`src/rtl/lsu_pkg.sv`:
```
// Shared definitions for the load/store unit: access-size encoding and FSM states.
package lsu_pkg;

   // Access size encoding, shared with the memory-stage MemRead field.
   localparam logic [1:0] SZ_INVALID = 2'd0;
   localparam logic [1:0] SZ_BYTE    = 2'd1;
   localparam logic [1:0] SZ_HALF    = 2'd2;
   localparam logic [1:0] SZ_WORD    = 2'd3;

   typedef enum logic [2:0] {
      IDLE,
      LOAD,
      RMW_RD,
      WRITE,
      RESP
   } lsu_state_e;

   // True when the access size and byte offset form an illegal combination.
   function automatic logic is_bad_align(input logic [1:0] size, input logic [1:0] offset);
      logic bad;
      unique case (size)
         SZ_BYTE: bad = 1'b0;
         SZ_HALF: bad = offset[0];
         SZ_WORD: bad = (offset != 2'b00);
         default: bad = 1'b1;
      endcase
      return bad;
   endfunction

endpackage

```
`src/rtl/lsu_lane_unit.sv`:
```
// Combinational lane logic: little-endian lane extraction with sign/zero extension
// for loads, and lane insertion into a read word for sub-word stores.
module lsu_lane_unit
   import lsu_pkg::*;
(
   input  logic [31:0] i_word,
   input  logic [31:0] i_wdata,
   input  logic [1:0]  i_size,
   input  logic [1:0]  i_offset,
   input  logic        i_signed,
   output logic [31:0] o_load_data,
   output logic [31:0] o_merged
);

   logic [7:0]  w_byte;
   logic [15:0] w_half;

   // Select the addressed byte and half-word lanes.
   always_comb begin
      w_byte = 8'h00;
      unique case (i_offset)
         2'd0: w_byte = i_word[7:0];
         2'd1: w_byte = i_word[15:8];
         2'd2: w_byte = i_word[23:16];
         2'd3: w_byte = i_word[31:24];
         default: w_byte = 8'h00;
      endcase
      w_half = i_offset[1] ? i_word[31:16] : i_word[15:0];
   end

   // Extend the selected lane to a full word; invalid size yields zero.
   always_comb begin
      o_load_data = 32'h0;
      unique case (i_size)
         SZ_BYTE: o_load_data = {{24{i_signed & w_byte[7]}}, w_byte};
         SZ_HALF: o_load_data = {{16{i_signed & w_half[15]}}, w_half};
         SZ_WORD: o_load_data = i_word;
         default: o_load_data = 32'h0;
      endcase
   end

   // Replace the target lane of the read word with the low bits of the store data.
   always_comb begin
      o_merged = i_word;
      unique case (i_size)
         SZ_BYTE: begin
            unique case (i_offset)
               2'd0: o_merged[7:0]   = i_wdata[7:0];
               2'd1: o_merged[15:8]  = i_wdata[7:0];
               2'd2: o_merged[23:16] = i_wdata[7:0];
               2'd3: o_merged[31:24] = i_wdata[7:0];
               default: o_merged = i_word;
            endcase
         end
         SZ_HALF: begin
            if (i_offset[1]) begin
               o_merged[31:16] = i_wdata[15:0];
            end else begin
               o_merged[15:0] = i_wdata[15:0];
            end
         end
         SZ_WORD: o_merged = i_wdata;
         default: o_merged = i_word;
      endcase
   end

endmodule

```
`src/rtl/load_store_unit.sv`:
```
// Load/store unit: turns byte-addressed byte/half/word requests into full-word
// memory accesses, with read-modify-write for sub-word stores and error flagging
// for misaligned, out-of-range or invalid-size requests.
module load_store_unit
   import lsu_pkg::*;
#(
   parameter int unsigned DEPTH = 64,
   parameter int unsigned IDX_W = 6
) (
   input  logic        i_clk,
   input  logic        i_rst_n,
   input  logic        i_req_valid,
   output logic        o_req_ready,
   input  logic        i_req_write,
   input  logic [1:0]  i_req_size,
   input  logic        i_req_signed,
   input  logic [31:0] i_req_addr,
   input  logic [31:0] i_req_wdata,
   output logic        o_rsp_valid,
   output logic [31:0] o_rsp_rdata,
   output logic        o_rsp_err,
   output logic [31:0] o_mem_addr,
   output logic [31:0] o_mem_wdata,
   output logic        o_mem_we,
   input  logic [31:0] i_mem_rdata
);

   lsu_state_e r_state;
   lsu_state_e w_state_d;

   logic [1:0]  r_offset;
   logic [1:0]  r_size;
   logic        r_signed;
   logic [31:0] r_wdata;

   logic        r_rsp_valid;
   logic [31:0] r_rsp_rdata;
   logic        r_rsp_err;
   logic [31:0] r_mem_addr;
   logic [31:0] r_mem_wdata;
   logic        r_mem_we;

   logic        w_accept;
   logic        w_out_of_range;
   logic        w_err;
   logic [31:0] w_load_data;
   logic [31:0] w_merged;

   // Word index must fall inside the memory; DEPTH is a power of two so this
   // is the same as requiring the address bits above the index to be zero.
   assign w_out_of_range = (i_req_addr[31:2] >= 30'(DEPTH));
   assign w_err          = is_bad_align(i_req_size, i_req_addr[1:0]) | w_out_of_range;
   assign w_accept       = i_req_valid && (r_state == IDLE);

   lsu_lane_unit u_lane (
      .i_word      (i_mem_rdata),
      .i_wdata     (r_wdata),
      .i_size      (r_size),
      .i_offset    (r_offset),
      .i_signed    (r_signed),
      .o_load_data (w_load_data),
      .o_merged    (w_merged)
   );

   // Next-state decode; the request type is dispatched on the acceptance edge.
   always_comb begin
      w_state_d = r_state;
      unique case (r_state)
         IDLE: begin
            if (i_req_valid) begin
               if (w_err) begin
                  w_state_d = RESP;
               end else if (!i_req_write) begin
                  w_state_d = LOAD;
               end else if (i_req_size == SZ_WORD) begin
                  w_state_d = WRITE;
               end else begin
                  w_state_d = RMW_RD;
               end
            end
         end
         LOAD:    w_state_d = RESP;
         RMW_RD:  w_state_d = WRITE;
         WRITE:   w_state_d = RESP;
         RESP:    w_state_d = IDLE;
         default: w_state_d = IDLE;
      endcase
   end

   // State register with synchronous active-low reset.
   always_ff @(posedge i_clk) begin
      if (!i_rst_n) begin
         r_state <= IDLE;
      end else begin
         r_state <= w_state_d;
      end
   end

   // Request latch and registered outputs; strobes default low each cycle.
   always_ff @(posedge i_clk) begin
      if (!i_rst_n) begin
         r_offset    <= 2'b00;
         r_size      <= SZ_INVALID;
         r_signed    <= 1'b0;
         r_wdata     <= 32'h0;
         r_rsp_valid <= 1'b0;
         r_rsp_rdata <= 32'h0;
         r_rsp_err   <= 1'b0;
         r_mem_addr  <= 32'h0;
         r_mem_wdata <= 32'h0;
         r_mem_we    <= 1'b0;
      end else begin
         r_rsp_valid <= 1'b0;
         r_mem_we    <= 1'b0;
         unique case (r_state)
            IDLE: begin
               if (w_accept) begin
                  r_offset    <= i_req_addr[1:0];
                  r_size      <= i_req_size;
                  r_signed    <= i_req_signed;
                  r_wdata     <= i_req_wdata;
                  r_rsp_rdata <= 32'h0;
                  r_rsp_err   <= w_err;
                  if (w_err) begin
                     // Errors respond on the next cycle without touching memory.
                     r_rsp_valid <= 1'b1;
                  end else begin
                     r_mem_addr <= 32'(i_req_addr[IDX_W+1:2]);
                     if (i_req_write && (i_req_size == SZ_WORD)) begin
                        r_mem_wdata <= i_req_wdata;
                        r_mem_we    <= 1'b1;
                     end
                  end
               end
            end
            LOAD: begin
               r_rsp_rdata <= w_load_data;
               r_rsp_valid <= 1'b1;
            end
            RMW_RD: begin
               r_mem_wdata <= w_merged;
               r_mem_we    <= 1'b1;
            end
            WRITE: begin
               r_rsp_valid <= 1'b1;
            end
            RESP: begin
               r_rsp_valid <= 1'b0;
            end
            default: begin
               r_rsp_valid <= 1'b0;
            end
         endcase
      end
   end

   assign o_req_ready = (r_state == IDLE);
   assign o_rsp_valid = r_rsp_valid;
   assign o_rsp_rdata = r_rsp_rdata;
   assign o_rsp_err   = r_rsp_err;
   assign o_mem_addr  = r_mem_addr;
   assign o_mem_wdata = r_mem_wdata;
   assign o_mem_we    = r_mem_we;

endmodule

```
`config.mk`:
```
export PLATFORM = sky130hd
export DESIGN_NAME = load_store_unit
export DESIGN_NICKNAME = d
export VERILOG_FILES = /design/src/rtl/lsu_pkg.sv /design/src/rtl/lsu_lane_unit.sv /design/src/rtl/load_store_unit.sv
export SDC_FILE = /design/constraint.sdc
export NUM_CORES = 1
export LEC_CHECK = 0
export BUFFER_PORTS_ARGS = -buffer_cell sky130_fd_sc_hd__buf_2
export CAP_MARGIN = 10
export CORE_MARGIN = 8
export CORE_UTILIZATION = 52
export DETAILED_ROUTE_END_ITERATION = 8
export PLACE_DENSITY = 0.78
export SLEW_MARGIN = 20
export SYNTH_ARGS = -nofsm -noshare
export SYNTH_HDL_FRONTEND = slang
export SYNTH_HIERARCHICAL = 1
export SYNTH_SLANG_ARGS = --single-unit
```
`constraint.sdc`:
```
create_clock -name i_clk -period 2.3 [get_ports i_clk]
set_input_delay 0.69 -clock i_clk [delete_from_list [all_inputs] [get_ports i_clk]]
set_output_delay 0.69 -clock i_clk [all_outputs]
set_load 0.01 [all_outputs]
```
* Word level (Yosys, flattened, before mapping)
Index checks and enable logic that the tools add are counted.
W data, S select, Z words.
** Storage, ports and cells
- Flip-flop bits (word level) :: 113
- Output and inout port bits :: 100
- Word-level logic and storage cells :: 73
** Operators by class
- Multiplexer cells :: 29
- Reduce and logical (&&, ||, !) cells :: 12
- Equality and inequality tests :: 16
- Bitwise logic cells :: 4
- Order comparisons :: 1
** Operator list (number)
- $pmux W32 S3 :: 2
- $mux W32 :: 4
- $pmux W32 S2 :: 2
- $mux W16 :: 3
- $mux W8 :: 4
- $pmux W8 S4 :: 1
- $ge A30 B7 Y1 const B :: 1
- $eq A2 B2 Y1 const B :: 6
- $pmux W3 S3 :: 1
- $eq A2 B1 Y1 const B :: 3
- $eq A3 B2 Y1 const B :: 2
- $mux W1 :: 6
- $mux W3 :: 2
- $reduce_bool A2 Y1 :: 3
- $ne A2 B1 Y1 const B :: 2
- $ne A2 B2 Y1 const B :: 2
- $pmux W1 S2 :: 2
- $reduce_and A2 Y1 :: 2
- $reduce_and A4 Y1 :: 1
- $eq A3 B1 Y1 const B :: 1
- $logic_not A3 Y1 :: 1
- $pmux W1 S3 :: 1
- $reduce_and A3 Y1 :: 1
- $and A1 B1 Y1 :: 2
- 6 further kinds :: 7

* Logic depth before layout (Yosys ltp)
- Depth in word-level cells :: 6
- Mapped depth :: 9

* Cells and area by module
The synthesis kept the hierarchy.
** By module, submodules not included
- load_store_unit :: times used 1, cells an instance 501, area each 4877.2 um^2
- lsu_lane_unit :: times used 1, cells an instance 220, area each 1532.7 um^2

* Worst setup path after synthesis
Ideal clock, no wire load.
- Path kind :: input-to-reg
- From :: input port i_req_addr[15]
- To :: register r_mem_wdata[0], in the netlist o_mem_wdata[0]
- Arrival :: 1.993 ns
- Library setup time :: 0.120 ns
- Setup slack :: 0.187 ns
- Cell stages on the path :: 6
- Buffers on the path :: 1
- Cells stage by stage :: or4_1 -> nor2_1 -> a41oi_1 -> clkbuf_1 -> nand2_1 -> a21boi_2
** On the way
- Cells in the longest elaborated chain, start to end :: 4
** RTL lines
- from (decl) :: line load_store_unit.sv:17 : input logic [31:0] i_req_addr,
- $ge A30 B7 Y1 :: line load_store_unit.sv:51 : assign w_out_of_range = (i_req_addr[31:2] >= 30'(DEPTH));
- $or A1 B1 Y1 :: line load_store_unit.sv:52 : assign w_err = is_bad_align(i_req_size, i_req_addr[1:0]) | w_out_of_range;
- $ne A2 B2 Y1 (no line)
- $reduce_and A4 Y1 (no line)
- to (signal assigned) :: line load_store_unit.sv:130 : r_mem_wdata <= i_req_wdata;
- to (signal assigned) :: line load_store_unit.sv:141 : r_mem_wdata <= w_merged;
- to (decl) :: line load_store_unit.sv:40 : logic [31:0] r_mem_wdata;
No other way between the ends.
A chain may end at the register's enable or synchronous reset.

* Worst setup path after layout
- From :: register r_offset[1]
- To :: register r_mem_wdata[25], in the netlist o_mem_wdata[25]
** On the way
- Cells in the longest elaborated chain, start to end :: 4
** RTL lines
- from (decl) :: line load_store_unit.sv:31 : logic [1:0] r_offset;
- from (signal assigned) :: line load_store_unit.sv:118 : r_offset <= i_req_addr[1:0];
- $eq A2 B2 Y1 :: line lsu_lane_unit.sv:47 : unique case (i_offset)
- $mux W8 :: line lsu_lane_unit.sv:47
- $pmux W32 S3 (*) :: line lsu_lane_unit.sv:45 : unique case (i_size)
- via w_merged[25] :: line load_store_unit.sv:47 : logic [31:0] w_merged;
- $pmux W32 S2 (*) :: line load_store_unit.sv:115 : unique case (r_state)
Mark *: on every way through the listed nets, which the timed path passes. The rest lies on a longest branch.

==> impl.org <==
** Status
- Outcome :: finished, final reports clean

** Worst hold path
- The startpoint identified for the worst hold timing path is o_mem_wdata[19]$_SDFFE_PN0P_.
- Destination of the worst hold path :: o_mem_wdata[19]$_SDFFE_PN0P_
- Worst hold path class :: flip-flop to flip-flop
- Worst hold path depth :: 2

** GRT
- GR Util All Layers :: 24.05%
- Summed over all layers, the global routing overflow is 0.
- Via count of the first global-routing pass :: 6072
- Pin count of the biggest net entering global routing :: 60
- Wire length of the first global-routing pass :: 31150 um
- The number of antenna violations at the first check in global routing was 1.

** STA
- Across the routed clock network, the largest skew measured is 9.759 ps.
- Period utilization :: between 80% and 90%
- Timing would allow up to 501.8 MHz.
- In this run the tightest slew margin relative to its limit is 31.93%.
- Aggregate negative setup slack :: 0 ps
- Final slew viol count :: 0
- Subtracting the final worst setup slack from the clock period gives around 2000 ps.
- Setup repair after global routing left no endpoint under its margin.
- Transition at the pin with the smallest max-transition slack :: a little over 1000 ps
- Final Hold Viols :: 0
- Final worst slack :: 307.4 ps
- Number of failing setup endpoints in the final timing report :: 0

** Synth
- The cell count after synthesis came out at 721.
- For this run, the leading register cell type out of synthesis is sky130_fd_sc_hd__dfxtp_1.
- Netlist area before placement :: roughly 6400 um^2
- Most area-hungry cell type in the Yosys netlist :: sky130_fd_sc_hd__dfxtp_1
- Number of unique standard cell types used by synthesis :: 49
- Ys Warns :: 6
- Synthesis inferred 113 register bits.
- Synth area leaders :: sky130_fd_sc_hd__dfxtp_1, sky130_fd_sc_hd__nand2_1, sky130_fd_sc_hd__a22oi_2
- In this run, synthesis inferred 0 flip-flops with an integrated enable.
- Area share of the largest cell type after synthesis :: 35.29%
- Asr flop ratio synth :: 0%
- Synthesized area per cell :: 8.890 um^2
- Share of the yosys chip area belonging to registers :: between 30% and 40%

** Critical path
- Buffers plus inverters on the worst setup path :: 2
- Walking the worst path, the cells encountered are buf_4 > nand2_1 > nor3_2 > a222oi_1 > inv_1 > a22oi_2 > a21boi_2.
- Reg2Reg Setup Slack :: 310 ps
- Largest stage delay, worst path :: roughly 610 ps
- Gate family responsible for the most delay along the worst path :: flip-flops
- Required time at the endpoint of the critical path :: 2650 ps
- At the worst endpoint, the arrival time is 2340 ps.
- Crit-path max FO :: 15
- The slowest stage of the critical path belongs to the cell sky130_fd_sc_hd__dfxtp_1.
- The worst register-to-register path ends at o_mem_wdata[25]$_SDFFE_PN0P_.
- Crit path capture type :: flip-flop
- Number of cells traversed by the worst register-to-register path :: 7
- Category of the critical setup timing path :: flip-flop to flip-flop
- The startpoint identified for the worst register-to-register timing path is r_offset[1]$_SDFFE_PN0P_.
- STA classifies the critical path startpoint as a flip-flop.

** Drt
- The first routing iteration left 589 violations.
- Final routed wire length divided by cell count :: 19.03 um
- The detail route stage leaves a number of antenna-violating nets equal to 0.
- For this run, the detailed router's first-pass iteration total came to 6.
- Wire length after detailed routing :: 19770 um
- Vias per cell :: 5.886
- DRC violations left :: 0
- Detailed routing inserted a total of 6116 vias.

** Clock tree
- Post-CTS setup buffers :: 0
- Counting the buffers created by CTS gives 17.
- After clock tree synthesis, the clock-pin slew on the worst setup and hold paths is 50 ps.
- In this run the deepest clock path goes through 2 buffers.
- Clock root buffer master :: sky130_fd_sc_hd__clkbuf_16
- TritonCTS built the clock tree.
- In this run the number of H-tree levels came out at 4.
- Latest clock arrival within the worst-skew pair :: approximately 420 ps
- Number of buffers inserted by hold repair at cts :: 0
- Clock tree synthesis found a total of 113 sinks.
- The number of gates resized after CTS was 0.

** Placed design
- The count of buffers added on input and output ports is 176.
- Cell Area, Placed :: 7322 um^2
- Timing analysis after detailed placement gives a worst setup slack of -3.201 ps.
- After legalization and detailed placement, the total HPWL measured 14560 um.
- GP Congestion :: 0.9133

** Finish
- Number of nets in the finished design :: 983
- The top cell types in the final layout, fill and taps aside, are sky130_fd_sc_hd__buf_2, sky130_fd_sc_hd__nand2_1, sky130_fd_sc_hd__dfxtp_1.
- The post-route netlist has 36.21% of its cells at a drive strength greater than 1.
- The library cell used most frequently in the layout, excluding fill and tap cells, is sky130_fd_sc_hd__buf_2.
- Final core utilization :: 65.99%
- The repair_antennas step left the layout with diodes totalling 0.
- With fillers left out, the area of the finished cells amounts to between 7000 and 8000 um^2.
- The area growth from synthesis to layout is 23.66%.

** Floorplan
- Initial core utilization :: 53.36%
- In this run the core area contains 40 standard-cell rows.
- Number of I/O pins :: approximately 200
- The floorplan step set the die width to 127.0 um.
- Area of the die :: about 16000 um^2
- After floorplanning, the core was sized to cover 12010 um^2.
- Vertical die dimension :: between 100 and 150 um

** Pwr
- Clk pwr share :: 50.3%
- Net switching is 24.54% of the power.
- For this design the ratio of total power to cell area is a little under 700 nW/um^2.
- Pleak :: 0.003384 uW
- Sequential group share of total power :: about two fifths
- Total power for the finished layout comes to 5332 uW.
- Summed over all nets, the switching power comes to 1309 uW.
- Internal power :: just over 4000 uW
- Maximum vdd ir drop :: 414.2 uV
- Combinational group share of total power :: 11.2%

** Flow run
- The tool flagged a number of max-cap violations equal to 0.
## power by group through the flow
| stage | logic [uW] | registers, uW | clock network [uW] |
|---|---|---|---|
| after global routing | 644 | 2050 | 2810 |
| after CTS | 587 | 2050 | 2720 |
| after detailed placement | 583 | 2090 | 0 |
| after global placement | 577 | 2090 | 0 |
| final | 599 | 2050 | 2680 |
| after floorplan | 389 | 2070 | 0 |
## how the worst max path moves through the flow
stage                                   endpoint                     start  cells past startpoint  slack (ps)
finish              o_mem_wdata[25]$_SDFFE_PN0P_  r_offset[1]$_SDFFE_PN0P_                      7         310
global route        o_mem_wdata[12]$_SDFFE_PN0P_  r_offset[1]$_SDFFE_PN0P_                      7         210
detailed placement    o_mem_addr[2]$_SDFFE_PN0P_            i_req_addr[15]                      8          -3
global placement      o_mem_addr[2]$_SDFFE_PN0P_            i_req_addr[15]                      8          30
floorplan            o_mem_wdata[0]$_SDFFE_PN0P_            i_req_addr[15]                      6         190
CTS                 o_mem_wdata[25]$_SDFFE_PN0P_  r_offset[0]$_SDFFE_PN0P_                      7         340
## metal layers
| metal | share of wire [%] | track usage [%] | vias to the layer above |
|---|---|---|---|
| met5 | 0.066 | 0 | - |
| met4 | 2.8 | 9.517 | 2 |
| met3 | 12 | 10.02 | 56 |
| met2 | 46 | 39.27 | 370 |
| met1 | 38 | 27.40 | 2825 |
| li1 | - | - | 2863 |
## cell type report
type / instances / area, um^2
inverters: 19 / 71.32
flip-flops and latches: 113 / 2262
repair buffers: 203 / 1159
fillers: 999 / 4085
multi-input cells: 526 / 3646
well taps: 147 / 183.9
clock inverters: 10 / 133.9
clock buffers: 21 / 470.5
## logic make-up after synthesis
logic type | synth area share (%)
buffers and inverters | 9.604
multiplexers | 6.539
AND/OR/NAND/NOR | 16.67
flip-flops | 35.29
other | 0.05850
AO/OA/AOI/OAI | 31.84
## state kept, by name, indices dropped and copies added (netlist names)
signal / cells
o_mem_addr: 6
o_mem_wdata: 32
o_mem_we: 1
o_rsp_err: 1
o_rsp_rdata: 32
o_rsp_valid: 1
r_offset: 2
r_signed: 1
r_size: 2
r_state: 3
r_wdata: 32
## tightest hold or removal path: stages (launching register included)
cell                       delay (ps)
sky130_fd_sc_hd__dfxtp_1          300
sky130_fd_sc_hd__nand2_1           60
sky130_fd_sc_hd__a21boi_2          50
## stage by stage
step | hold slack (ps) | std cells
after floorplan | 438.8 | 746
after global placement | 447.9 | 1008
after detailed placement | 452.8 | 1008
after CTS | 460.0 | 1039
after global routing | 480.2 | 1039
final | 458.1 | 1039
## synth_stat cells (6+ instances only)
library cell / instances
sky130_fd_sc_hd__nand2_1: 130
sky130_fd_sc_hd__dfxtp_1: 113
sky130_fd_sc_hd__nor2b_1: 44
sky130_fd_sc_hd__a22oi_1: 43
sky130_fd_sc_hd__a21boi_0: 39
sky130_fd_sc_hd__clkbuf_1: 33
sky130_fd_sc_hd__buf_4: 32
sky130_fd_sc_hd__a21boi_2: 30
sky130_fd_sc_hd__a22oi_2: 30
sky130_fd_sc_hd__nor2_1: 21
sky130_fd_sc_hd__inv_1: 18
sky130_fd_sc_hd__a211o_1: 16
sky130_fd_sc_hd__mux2i_1: 16
sky130_fd_sc_hd__a31oi_1: 15
sky130_fd_sc_hd__o22ai_1: 15
sky130_fd_sc_hd__a21oi_1: 12
sky130_fd_sc_hd__buf_2: 12
sky130_fd_sc_hd__a22o_1: 11
sky130_fd_sc_hd__o21ai_0: 11
sky130_fd_sc_hd__mux2_2: 9
sky130_fd_sc_hd__a222oi_1: 8
sky130_fd_sc_hd__mux4_2: 7
sky130_fd_sc_hd__and2_1: 6
Note: power is estimated with default switching activity, not from simulation.
